## src/rtl/jtag_pkg.sv

```systemverilog
// Shared JTAG TAP definitions: TAP state encoding and instruction opcodes.
// The DMI request FSM imports this same package so both sides agree on
// the instruction values and state names.
package jtag_pkg;

    // The sixteen IEEE 1149.1 TAP controller states
    typedef enum logic [3:0] {
        TestLogicReset = 4'h0,
        RunTestIdle    = 4'h1,
        SelectDr       = 4'h2,
        CaptureDr      = 4'h3,
        ShiftDr        = 4'h4,
        Exit1Dr        = 4'h5,
        PauseDr        = 4'h6,
        Exit2Dr        = 4'h7,
        UpdateDr       = 4'h8,
        SelectIr       = 4'h9,
        CaptureIr      = 4'hA,
        ShiftIr        = 4'hB,
        Exit1Ir        = 4'hC,
        PauseIr        = 4'hD,
        Exit2Ir        = 4'hE,
        UpdateIr       = 4'hF
    } tap_state_t;

    // Instruction opcodes; any code not listed here selects BYPASS
    localparam logic [4:0] INSTR_BYPASS0 = 5'h00;
    localparam logic [4:0] INSTR_IDCODE  = 5'h01;
    localparam logic [4:0] INSTR_DTMCS   = 5'h10;
    localparam logic [4:0] INSTR_DMI     = 5'h11;
    localparam logic [4:0] INSTR_BYPASS1 = 5'h1F;

    // Fixed pattern loaded into the IR shift stage in Capture-IR
    localparam logic [4:0] IR_CAPTURE = 5'b00001;

endpackage

```

## src/rtl/jtag_ir.sv

```systemverilog
// JTAG instruction register: capture/shift stage, parallel IR and the
// instruction decode that selects which data register sits behind TDO.
module jtag_ir
    import jtag_pkg::*;
#(
    parameter int IR_WIDTH = 5
) (
    input  logic clk,
    input  logic reset,
    input  logic capture_i,
    input  logic shift_i,
    input  logic update_i,
    input  logic tlrEnter_i,
    input  logic tdi_i,
    output logic irShiftLsb_o,
    output logic idcodeSel_o,
    output logic dtmcsSel_o,
    output logic dmiSel_o
);

    logic [IR_WIDTH-1:0] irShift_q, irShift_d;
    logic [IR_WIDTH-1:0] ir_q, ir_d;

    // Shift stage loads the capture pattern, shifts LSB-first from TDI, and
    // the parallel IR takes the shifted value on Update-IR or falls back to
    // IDCODE whenever the TAP is heading into Test-Logic-Reset
    always_comb begin
        irShift_d = irShift_q;
        ir_d      = ir_q;
        if (capture_i) begin
            irShift_d = IR_WIDTH'(IR_CAPTURE);
        end else if (shift_i) begin
            irShift_d = {tdi_i, irShift_q[IR_WIDTH-1:1]};
        end
        if (tlrEnter_i) begin
            ir_d = IR_WIDTH'(INSTR_IDCODE);
        end else if (update_i) begin
            ir_d = irShift_q;
        end
    end

    // Register both stages; TRST_n puts IR back on IDCODE
    always_ff @(posedge clk or negedge reset) begin
        if (!reset) begin
            irShift_q <= '0;
            ir_q      <= IR_WIDTH'(INSTR_IDCODE);
        end else begin
            irShift_q <= irShift_d;
            ir_q      <= ir_d;
        end
    end

    // Decode the held instruction; BYPASS is implied when nothing matches
    always_comb begin
        irShiftLsb_o = irShift_q[0];
        idcodeSel_o  = (ir_q == IR_WIDTH'(INSTR_IDCODE));
        dtmcsSel_o   = (ir_q == IR_WIDTH'(INSTR_DTMCS));
        dmiSel_o     = (ir_q == IR_WIDTH'(INSTR_DMI));
    end

endmodule

```

## src/rtl/jtag_tap.sv

```systemverilog
// IEEE 1149.1 TAP controller for the RISC-V Debug Transport Module.
// Owns the TAP state machine, the IDCODE and BYPASS data registers and the
// negedge TDO mux; the instruction register lives in jtag_ir. The external
// DMI and DTMCS shift registers are driven from the strobes below.
module jtag_tap
    import jtag_pkg::*;
#(
    parameter int          IR_WIDTH     = 5,
    parameter logic [31:0] IDCODE_VALUE = 32'h1002_AC05
) (
    input  logic clk,
    input  logic reset,
    input  logic tms,
    input  logic tdi,
    output logic tdo,
    output logic tdo_en,
    input  logic dmi_tdo,
    input  logic dtmcs_tdo,
    output logic dmi_select,
    output logic dtmcs_select,
    output logic capture_dr,
    output logic shift_dr,
    output logic update_dr,
    output logic test_logic_reset,
    output logic run_test_idle
);

    tap_state_t  state_q, state_d;
    logic        captureIr, shiftIr, updateIr, tlrEnter;
    logic        irShiftLsb, idcodeSel;
    logic [31:0] idcodeSr_q, idcodeSr_d;
    logic        bypass_q, bypass_d;
    logic        drBit;
    logic        tdo_q, tdo_d;
    logic        tdoEn_q, tdoEn_d;

    // TAP state register; TRST_n forces Test-Logic-Reset immediately
    always_ff @(posedge clk or negedge reset) begin
        if (!reset) begin
            state_q <= TestLogicReset;
        end else begin
            state_q <= state_d;
        end
    end

    // Standard TMS-driven state transitions
    always_comb begin
        state_d = state_q;
        case (state_q)
            TestLogicReset: state_d = tms ? TestLogicReset : RunTestIdle;
            RunTestIdle:    state_d = tms ? SelectDr       : RunTestIdle;
            SelectDr:       state_d = tms ? SelectIr       : CaptureDr;
            CaptureDr:      state_d = tms ? Exit1Dr        : ShiftDr;
            ShiftDr:        state_d = tms ? Exit1Dr        : ShiftDr;
            Exit1Dr:        state_d = tms ? UpdateDr       : PauseDr;
            PauseDr:        state_d = tms ? Exit2Dr        : PauseDr;
            Exit2Dr:        state_d = tms ? UpdateDr       : ShiftDr;
            UpdateDr:       state_d = tms ? SelectDr       : RunTestIdle;
            SelectIr:       state_d = tms ? TestLogicReset : CaptureIr;
            CaptureIr:      state_d = tms ? Exit1Ir        : ShiftIr;
            ShiftIr:        state_d = tms ? Exit1Ir        : ShiftIr;
            Exit1Ir:        state_d = tms ? UpdateIr       : PauseIr;
            PauseIr:        state_d = tms ? Exit2Ir        : PauseIr;
            Exit2Ir:        state_d = tms ? UpdateIr       : ShiftIr;
            UpdateIr:       state_d = tms ? SelectDr       : RunTestIdle;
        endcase
    end

    assign tlrEnter = (state_d == TestLogicReset);

    // Moore strobes: straight decodes of the registered state
    always_comb begin
        capture_dr       = (state_q == CaptureDr);
        shift_dr         = (state_q == ShiftDr);
        update_dr        = (state_q == UpdateDr);
        test_logic_reset = (state_q == TestLogicReset);
        run_test_idle    = (state_q == RunTestIdle);
        captureIr        = (state_q == CaptureIr);
        shiftIr          = (state_q == ShiftIr);
        updateIr         = (state_q == UpdateIr);
    end

    jtag_ir #(
        .IR_WIDTH (IR_WIDTH)
    ) u_ir (
        .clk          (clk),
        .reset        (reset),
        .capture_i    (captureIr),
        .shift_i      (shiftIr),
        .update_i     (updateIr),
        .tlrEnter_i   (tlrEnter),
        .tdi_i        (tdi),
        .irShiftLsb_o (irShiftLsb),
        .idcodeSel_o  (idcodeSel),
        .dtmcsSel_o   (dtmcs_select),
        .dmiSel_o     (dmi_select)
    );

    // IDCODE only moves when selected; BYPASS captures/shifts regardless of
    // IR since it is only observed on TDO when nothing else is selected
    always_comb begin
        idcodeSr_d = idcodeSr_q;
        bypass_d   = bypass_q;
        if (capture_dr) begin
            bypass_d = 1'b0;
            if (idcodeSel) begin
                idcodeSr_d = IDCODE_VALUE;
            end
        end else if (shift_dr) begin
            bypass_d = tdi;
            if (idcodeSel) begin
                idcodeSr_d = {tdi, idcodeSr_q[31:1]};
            end
        end
    end

    // Data register storage
    always_ff @(posedge clk or negedge reset) begin
        if (!reset) begin
            idcodeSr_q <= '0;
            bypass_q   <= 1'b0;
        end else begin
            idcodeSr_q <= idcodeSr_d;
            bypass_q   <= bypass_d;
        end
    end

    // Select the DR bit presented on TDO according to the instruction
    always_comb begin
        if (idcodeSel) begin
            drBit = idcodeSr_q[0];
        end else if (dtmcs_select) begin
            drBit = dtmcs_tdo;
        end else if (dmi_select) begin
            drBit = dmi_tdo;
        end else begin
            drBit = bypass_q;
        end
    end

    // TDO is only driven in the two shift states; otherwise it holds
    always_comb begin
        tdo_d   = tdo_q;
        tdoEn_d = 1'b0;
        if (shiftIr) begin
            tdo_d   = irShiftLsb;
            tdoEn_d = 1'b1;
        end else if (shift_dr) begin
            tdo_d   = drBit;
            tdoEn_d = 1'b1;
        end
    end

    // TDO changes on the falling edge so the host samples it on the rising edge
    always_ff @(negedge clk or negedge reset) begin
        if (!reset) begin
            tdo_q   <= 1'b0;
            tdoEn_q <= 1'b0;
        end else begin
            tdo_q   <= tdo_d;
            tdoEn_q <= tdoEn_d;
        end
    end

    assign tdo    = tdo_q;
    assign tdo_en = tdoEn_q;

endmodule

```

## config.mk

```make
export PLATFORM = sky130hd
export DESIGN_NAME = jtag_tap
export DESIGN_NICKNAME = d
export VERILOG_FILES = /design/src/rtl/jtag_pkg.sv /design/src/rtl/jtag_ir.sv /design/src/rtl/jtag_tap.sv
export SDC_FILE = /design/constraint.sdc
export NUM_CORES = 1
export LEC_CHECK = 0
export ABC_AREA = 1
export BUFFER_PORTS_ARGS = -buffer_cell sky130_fd_sc_hd__buf_2
export CAP_MARGIN = 40
export CORE_MARGIN = 5
export CORE_UTILIZATION = 40
export CTS_BUF_LIST = sky130_fd_sc_hd__clkbuf_8
export CTS_CLUSTER_SIZE = 16
export DETAILED_ROUTE_END_ITERATION = 10
export SLEW_MARGIN = 10
export SYNTH_ARGS = -nofsm -noshare
export SYNTH_HDL_FRONTEND = slang
export SYNTH_HIERARCHICAL = 1
export SYNTH_SLANG_ARGS = --single-unit
```

## constraint.sdc

```tcl
create_clock -name clk -period 2.4 [get_ports clk]
set_input_delay 0.12 -clock clk [delete_from_list [all_inputs] [get_ports clk]]
set_output_delay 0.12 -clock clk [all_outputs]
set_load 0.01 [all_outputs]
```

==> results of run 1 <==
==> sequential cells by signal, indices dropped and copies added, names as in the netlist <==
| name | count |
|---|---|
| idcodeSr_q | 32 |
| u_ir/irShift_q | 5 |
| bypass_q | 1 |
| state_q | 4 |
| u_ir/ir_q | 5 |
| tdo | 1 |
| tdo_en | 1 |
==> area by class of cell <==
class	count	area, µm²
sequential	49	1230
inverter	52	195
multi-input combinational	170	818
tap	72	90.1
fill	545	2870
clock inverter	3	17.5
clock buffer	5	68.8
timing repair buffer	32	220
==> through the flow <==
stage               instances  setup TNS, ps  setup slack (ps)  cell area (µm²)
global placement          374           -155              -155             2530
CTS                       383           -179              -179             2630
global route              383           -247              -247             2640
floorplan                 281           -153              -153             2280
finish                    383           -159              -159             2640
detailed placement        374           -201              -201             2530
==> cells in the mapped netlist <==
master	number	area share, %
sky130_fd_sc_hd__dfrtn_1	2	2.2
sky130_fd_sc_hd__nand3_1	40	8.8
sky130_fd_sc_hd__inv_1	50	8.2
sky130_fd_sc_hd__nor3_1	1	0.22
sky130_fd_sc_hd__buf_2	4	0.88
sky130_fd_sc_hd__o211ai_1	1	0.33
sky130_fd_sc_hd__dfrtp_1	46	51
sky130_fd_sc_hd__a21oi_4	1	0.71
sky130_fd_sc_hd__nor2_1	31	5.1
sky130_fd_sc_hd__o22ai_1	1	0.27
sky130_fd_sc_hd__nor2_2	3	0.82
sky130_fd_sc_hd__dfstp_2	1	1.2
sky130_fd_sc_hd__o21ai_0	25	5.5
sky130_fd_sc_hd__o21ai_1	6	1.3
sky130_fd_sc_hd__buf_6	1	0.49
sky130_fd_sc_hd__nand2_2	2	0.55
sky130_fd_sc_hd__a21oi_1	5	1.1
sky130_fd_sc_hd__o21a_1	1	0.33
sky130_fd_sc_hd__o21ai_2	2	0.77
sky130_fd_sc_hd__nand2_1	44	7.3
sky130_fd_sc_hd__clkbuf_1	3	0.49
sky130_fd_sc_hd__a31oi_1	7	1.9
sky130_fd_sc_hd__inv_2	2	0.33
sky130_fd_sc_hd__buf_4	2	0.66
==> final timing paths <==
kind                                   start                end  cells after the start
hold reg to reg            u_ir/irShift_q[2]  u_ir/irShift_q[2]                      2
max in group asynchronous              reset                tdo                      2
setup / recovery                u_ir/ir_q[0]                tdo                      9
hold / removal                           tdi  u_ir/irShift_q[4]                      3
setup reg to reg                u_ir/ir_q[0]                tdo                      9
min in group asynchronous              reset  u_ir/irShift_q[0]                      2
==> logic make-up after synthesis <==
kind of cell    after synthesis  share of synthesized area [%]
simple gates                121                           22.7
buf+inv                      62                           11.1
flops                        49                           53.9
compound gates               49                           12.3
==> layer usage <==
| layer | GRT usage [%] | vias up |
|---|---|---|
| met5 | 0 | - |
| li1 | - | 946 |
| met4 | 4.46 | 0 |
| met3 | 3.69 | 7 |
| met1 | 17.7 | 821 |
| met2 | 21.1 | 42 |
==> where the power goes <==
group          leakage [µW]  switching, µW  internal [µW]
Clock             0.0000439            272            202
Combinational      0.000663            767            495
Sequential         0.000634            155           1140
Total               0.00134           1190           1830
==> critical path: stages (launching register included) <==
cell	delay, ps
sky130_fd_sc_hd__dfstp_2	550
sky130_fd_sc_hd__inv_2	30
sky130_fd_sc_hd__nor2_2	90
sky130_fd_sc_hd__nand2_2	90
sky130_fd_sc_hd__nor2_4	120
sky130_fd_sc_hd__nand2_2	60
sky130_fd_sc_hd__o21ai_2	40
sky130_fd_sc_hd__o21ai_1	60
sky130_fd_sc_hd__o211ai_1	80
sky130_fd_sc_hd__nand3_1	80
==> what timing repair did <==
item                                    in CTS  in global routing
gates resized for setup                      4                  4
pin swaps                                    0                  0
endpoints found under the setup margin       1                  1
gates cloned                                 0                  0
endpoints found under the hold margin        7                  0
setup buffers                                0                  0
hold buffers                                 1                  0
==> flow_summary.ini, run 1 <==
[synthesis]
ys_seq_elements = 49
synth_warnings = 6
syn-num-nets = 287
syn_inst = 281
synth_cell_types = 24
synthesis.area_per_instance_um2 = 8.10
yosysSeqAreaShare_pct = 53.9
synthesis.area_um2 = 2280

[route]
viasPerCell = 4.74
remaining_drc_errors = 0
route.detailed.wl_per_inst_um = 11.3
firstDrtPassIters = 4
detail_route.wirelength_um = 4340
met2_length_um = 1960
drt_iter0_drc = 66
routed-via-count = 1816
detailroute.wirelength.met3_um = 208
detail_route.wirelength.met1_um = 2110
topRoutingLayerUsed = met4
antenna_nets_post_route = 0

[cells_and_area]
fin_util_pct = 47.9
antenna_cells_inserted = 0
most-common-layout-cells = sky130_fd_sc_hd__inv_1 (49), sky130_fd_sc_hd__dfrtp_1 (46), sky130_fd_sc_hd__nand2_1 (42)
num-nets-final = 316
final_common_cell = sky130_fd_sc_hd__inv_1
synthToLayoutAreaGrowth_pct = 15.8
post_route_cells_drive_above_1_share_pct = 18.3

[placement]
io_buffers = 14
hpwl_um = 3130
routabilityCongestion = 0.869

[clocking]
cts.htree.levels = 2
cts_made_buffers = 5
tritoncts_sink_count = 49
clock_tree.buffer_depth = 2
cts.clk_slew.worst_paths_ps = 90
cts_tree = done
clock_latency_ps = 300
ctsRootBufferMaster = sky130_fd_sc_hd__clkbuf_8

[floorplan]
fp-row-count = 27
die-area_um2 = 7300
die_width_um = 85.5
start_util_pct = 41.4
pin_count = 15
floorplan.core_area_um2 = 5510
die_height_um = 85.5

[grt]
grt.overflow.total = 0
grt_pass1_wl_um = 7890
grt_pass1_vias = 1783
grt_start_max_net_pins = 41
grtUsageTotal_pct = 13.4
antenna_violations_before_repair = 0

[sta]
worst_slew_pin_tran_ps = 509
finalSetupViolCount = 1
fin_ws_ps = -159
final_layout_worst_hold_slack_ps = 105
rsz0062_at_grt = true
finalHoldViolCount = 0
finalMaxSlewViolations = 0
timing.slew.headroom_pct = 66.1
finClkSkew_ps = 9.72

[critical_path]
crit_path_max_fanout = 3
crit_arrival_ps = 1510
worstSetupStartpointType = flop
timing.reg2reg.setup_slack_ps = -160
criticalPathCategory = reg2reg
crit_required_ps = 1350
worst_setup_path_end_kind = flop

[power]
leakage_uw = 0.00134
post-layout-total-power_uw = 3030
vdd.ir_drop.worst_v = 0.000448
power_density_nw_per_um2 = 1150

[hold_path]
hp-class = in2reg

[outcome]
run_status = finished, violations left
failed_checks = negative setup slack

[run]
max-cap-violations = 0
No activity file was read; power rests on OpenSTA's default activity.
==> run 2: changes to the inputs <==
Settings changed: SYNTH_HIERARCHICAL 1 to not set.
==> run 2 against run 1 <==
  * The flow still finishes with violations (negative setup slack)
  * Register-to-register slack improved by 40 ps
  * Sequential power is 4% lower
  * Final cell count grew 4.7%
  * Utilization grew 2.3 points
  * Routed wire length increased by 9.4%
  * Final area grew 5.4%
  * Sequential cell count did not move
  * Largest power group unchanged
  * Highest routed layer unchanged
==> flow_summary.ini, run 2 <==
[outcome]
run_status = finished, violations left
failed_checks = negative setup slack

[synthesis]
asyncSetResetFlopFracSynth_pct = 100
synth_cell_types = 27
yosysSeqAreaShare_pct = 53.4
synthesis.area_per_instance_um2 = 8.03
synthesis.area_um2 = 2300
syn-num-nets = 292
synth_edf_count = 0
post-synth-top-count-cell = sky130_fd_sc_hd__nand2_1
post_synth_main_area_contributors = sky130_fd_sc_hd__dfrtp_1 (50%), sky130_fd_sc_hd__nand2_1 (15%), sky130_fd_sc_hd__nand3_1 (7.0%), sky130_fd_sc_hd__inv_1 (4.9%), sky130_fd_sc_hd__nor2_1 (3.6%)
ys_seq_elements = 49
syn_inst = 286
ys_dominant_reg_cell = sky130_fd_sc_hd__dfrtp_1
ys_top_cells_by_count = sky130_fd_sc_hd__nand2_1 (93), sky130_fd_sc_hd__dfrtp_1 (46), sky130_fd_sc_hd__nand3_1 (32), sky130_fd_sc_hd__inv_1 (30), sky130_fd_sc_hd__nor2_1 (22)
synth_warnings = 0
yosys.area.top_type = sky130_fd_sc_hd__dfrtp_1
yosysTopAreaCellShare_pct = 50.1

[route]
firstDrtPassIters = 4
remaining_drc_errors = 0
drt_iter0_drc = 100
viasPerCell = 4.73
route.detailed.wl_per_inst_um = 11.9
detail_route.wirelength_um = 4750
routed-via-count = 1897
antenna_nets_post_route = 0

[clocking]
ctsRootBufferMaster = sky130_fd_sc_hd__clkbuf_8
clock_latency_ps = 300
clock_tree.buffer_depth = 2
cts.htree.levels = 2
cts_made_buffers = 5
cts_tree = done
tritoncts_sink_count = 49
cts.clk_slew.worst_paths_ps = 90

[placement]
routabilityCongestion = 0.847
io_buffers = 14
place.detailed.instances = 383
dpl_cell_area_um2 = 2570
hpwl_um = 3160

[cells_and_area]
num-nets-final = 334
antenna_cells_inserted = 0
layout.area.seq_um2 = 1230
synthToLayoutAreaGrowth_pct = 21.0
post_route_cells_drive_above_1_share_pct = 21.6
top_registers = idcodeSr_q: 32 flops, u_ir.irShift_q: 5 flops, u_ir.ir_q: 5 flops
num-fill-cells = 550
largest_register_ff_count = 32
final_cell_count_without_fillers = 401
most-common-layout-cells = sky130_fd_sc_hd__nand2_1 (93), sky130_fd_sc_hd__dfrtp_1 (46), sky130_fd_sc_hd__nand3_1 (31)
multiInputGateArea_um2 = 903
registers.top_by_ff_count = idcodeSr_q
final_design_area_no_fill_um2 = 2780
final_common_cell = sky130_fd_sc_hd__nand2_1

[floorplan]
die-area_um2 = 7360
die_width_um = 85.8
start_util_pct = 41.5
pin_count = 15
die_height_um = 85.8
floorplan.core_area_um2 = 5540
fp-row-count = 27

[power]
post-layout-total-power_uw = 3090
vdd.ir_drop.worst_v = 0.000417
power_density_nw_per_um2 = 1110
leakage_uw = 0.00159

[sta]
fin_tns_setup_ps = -163
timing.slew.headroom_pct = 64.5
finalMaxSlewViolations = 0
rsz0062_at_grt = true
fin_ws_ps = -117
finClkSkew_ps = 10.1
worst_slew_pin_tran_ps = 533
finalHoldViolCount = 0
finalSetupViolCount = 2

[critical_path]
timing.critical_path.mode_cell = sky130_fd_sc_hd__nand2_1
critical_path.max_stage_delay_ps = 530
worst_setup_path_end_kind = flop
crit_arrival_ps = 1480
crit_required_ps = 1360
worstSetupStartpointType = flop
crit_slowest_cell = sky130_fd_sc_hd__dfstp_2
cp_cell_sequence = inv_2 > nor2_4 > nand3_2 > nand2_1 > nand3_1 > o211ai_1 > nand2_1 > nand2_1 > nand2_1
criticalPathCategory = reg2reg
crit_path_max_fanout = 3

[hold_path]
hp-class = in2reg

[grt]
grt_pass1_vias = 1826
grtUsageTotal_pct = 14.4
grt_start_max_net_pins = 44
grt.overflow.total = 0
grt_pass1_wl_um = 8500
antenna_violations_before_repair = 0

[run]
max-cap-violations = 0
-- run 2: cell count changes in the layout (fill, tap and decap cells not counted), moves of 4 or more --
| cell | change |
|---|---|
| sky130_fd_sc_hd__a31oi_1 | -7 |
| sky130_fd_sc_hd__buf_4 | +14 |
| sky130_fd_sc_hd__inv_1 | -20 |
| sky130_fd_sc_hd__inv_2 | +4 |
| sky130_fd_sc_hd__nand2_1 | +51 |
| sky130_fd_sc_hd__nand3_1 | -9 |
| sky130_fd_sc_hd__nor2_1 | -8 |
| sky130_fd_sc_hd__o21ai_0 | -8 |
-- run 2: through the flow --
stage	setup WS [ps]	hold WS, ps	util (%)
floorplan	-93.1	-176	-
global placement	-96.5	-31.8	46.3
detailed placement	-111	-31.1	46.3
CTS	-98.7	85.6	50.2
global route	-246	96.7	50.2
finish	-117	78.9	50.2
-- run 2: worst max-delay path, delay by kind of cell, from the launching register on --
family	cells	cell delay, ps
AOI/OAI and AO/OA	1	90
buffers and inverters	1	50
DFF	1	530
and+or+nand+nor	7	500
-- run 2: metal layers --
metal | wire [µm] | global-route usage, %
met1 | 2300 | 19.6
met2 | 2190 | 22.5
met3 | 180 | 3.27
met4 | 85 | 5.04
met5 | 0 | 0
-- run 2: logic make-up (layout without fill, tap and decap cells) --
family / after synthesis / after routing / synth area share, %
AO/OA/AOI/OAI: 32 / 32 / 7.52
buffers and inverters: 45 / 88 / 8.12
flip-flops: 49 / 49 / 53.4
AND/OR/NAND/NOR: 160 / 160 / 30.9
-- run 2: timing repair --
| action | in CTS | in global routing |
|---|---|---|
| endpoints found under the hold margin | 4 | 0 |
| hold buffers | 1 | 0 |
| endpoints found under the setup margin | 1 | 2 |
| setup buffers | 9 | 0 |
| gates resized for setup | 6 | 0 |
| pin swaps | 3 | 2 |
-- run 2: layout make-up --
class / count / share of cell area [%]
clock inverters: 2 / 1.22
inverters: 35 / 4.73
repair buffers: 45 / 11.2
multi-input cells: 192 / 32.5
clock buffers: 6 / 2.97
flip-flops and latches: 49 / 44.1
well taps: 72 / 3.24
-- run 2: path summary, 6_finish.rpt --
check | to | from | cells after the start | slack (ps)
worst min register to register | tdo | tdo | 2 | 470
worst max-delay path | tdo | u_ir.ir_q[0] | 9 | -120
worst max register to register | tdo | u_ir.ir_q[0] | 9 | -120
max in group asynchronous | tdo_en | reset | 2 | 950
min in group asynchronous | u_ir.irShift_q[1] | reset | 2 | 170
worst min-delay path | u_ir.irShift_q[4] | tdi | 3 | 80
-- run 2: power breakdown --
| part | internal [µW] | switching [µW] | total (µW) |
|---|---|---|---|
| clock | 336 | 270 | 605 |
| sequential | 1110 | 134 | 1240 |
| combinational | 454 | 784 | 1240 |
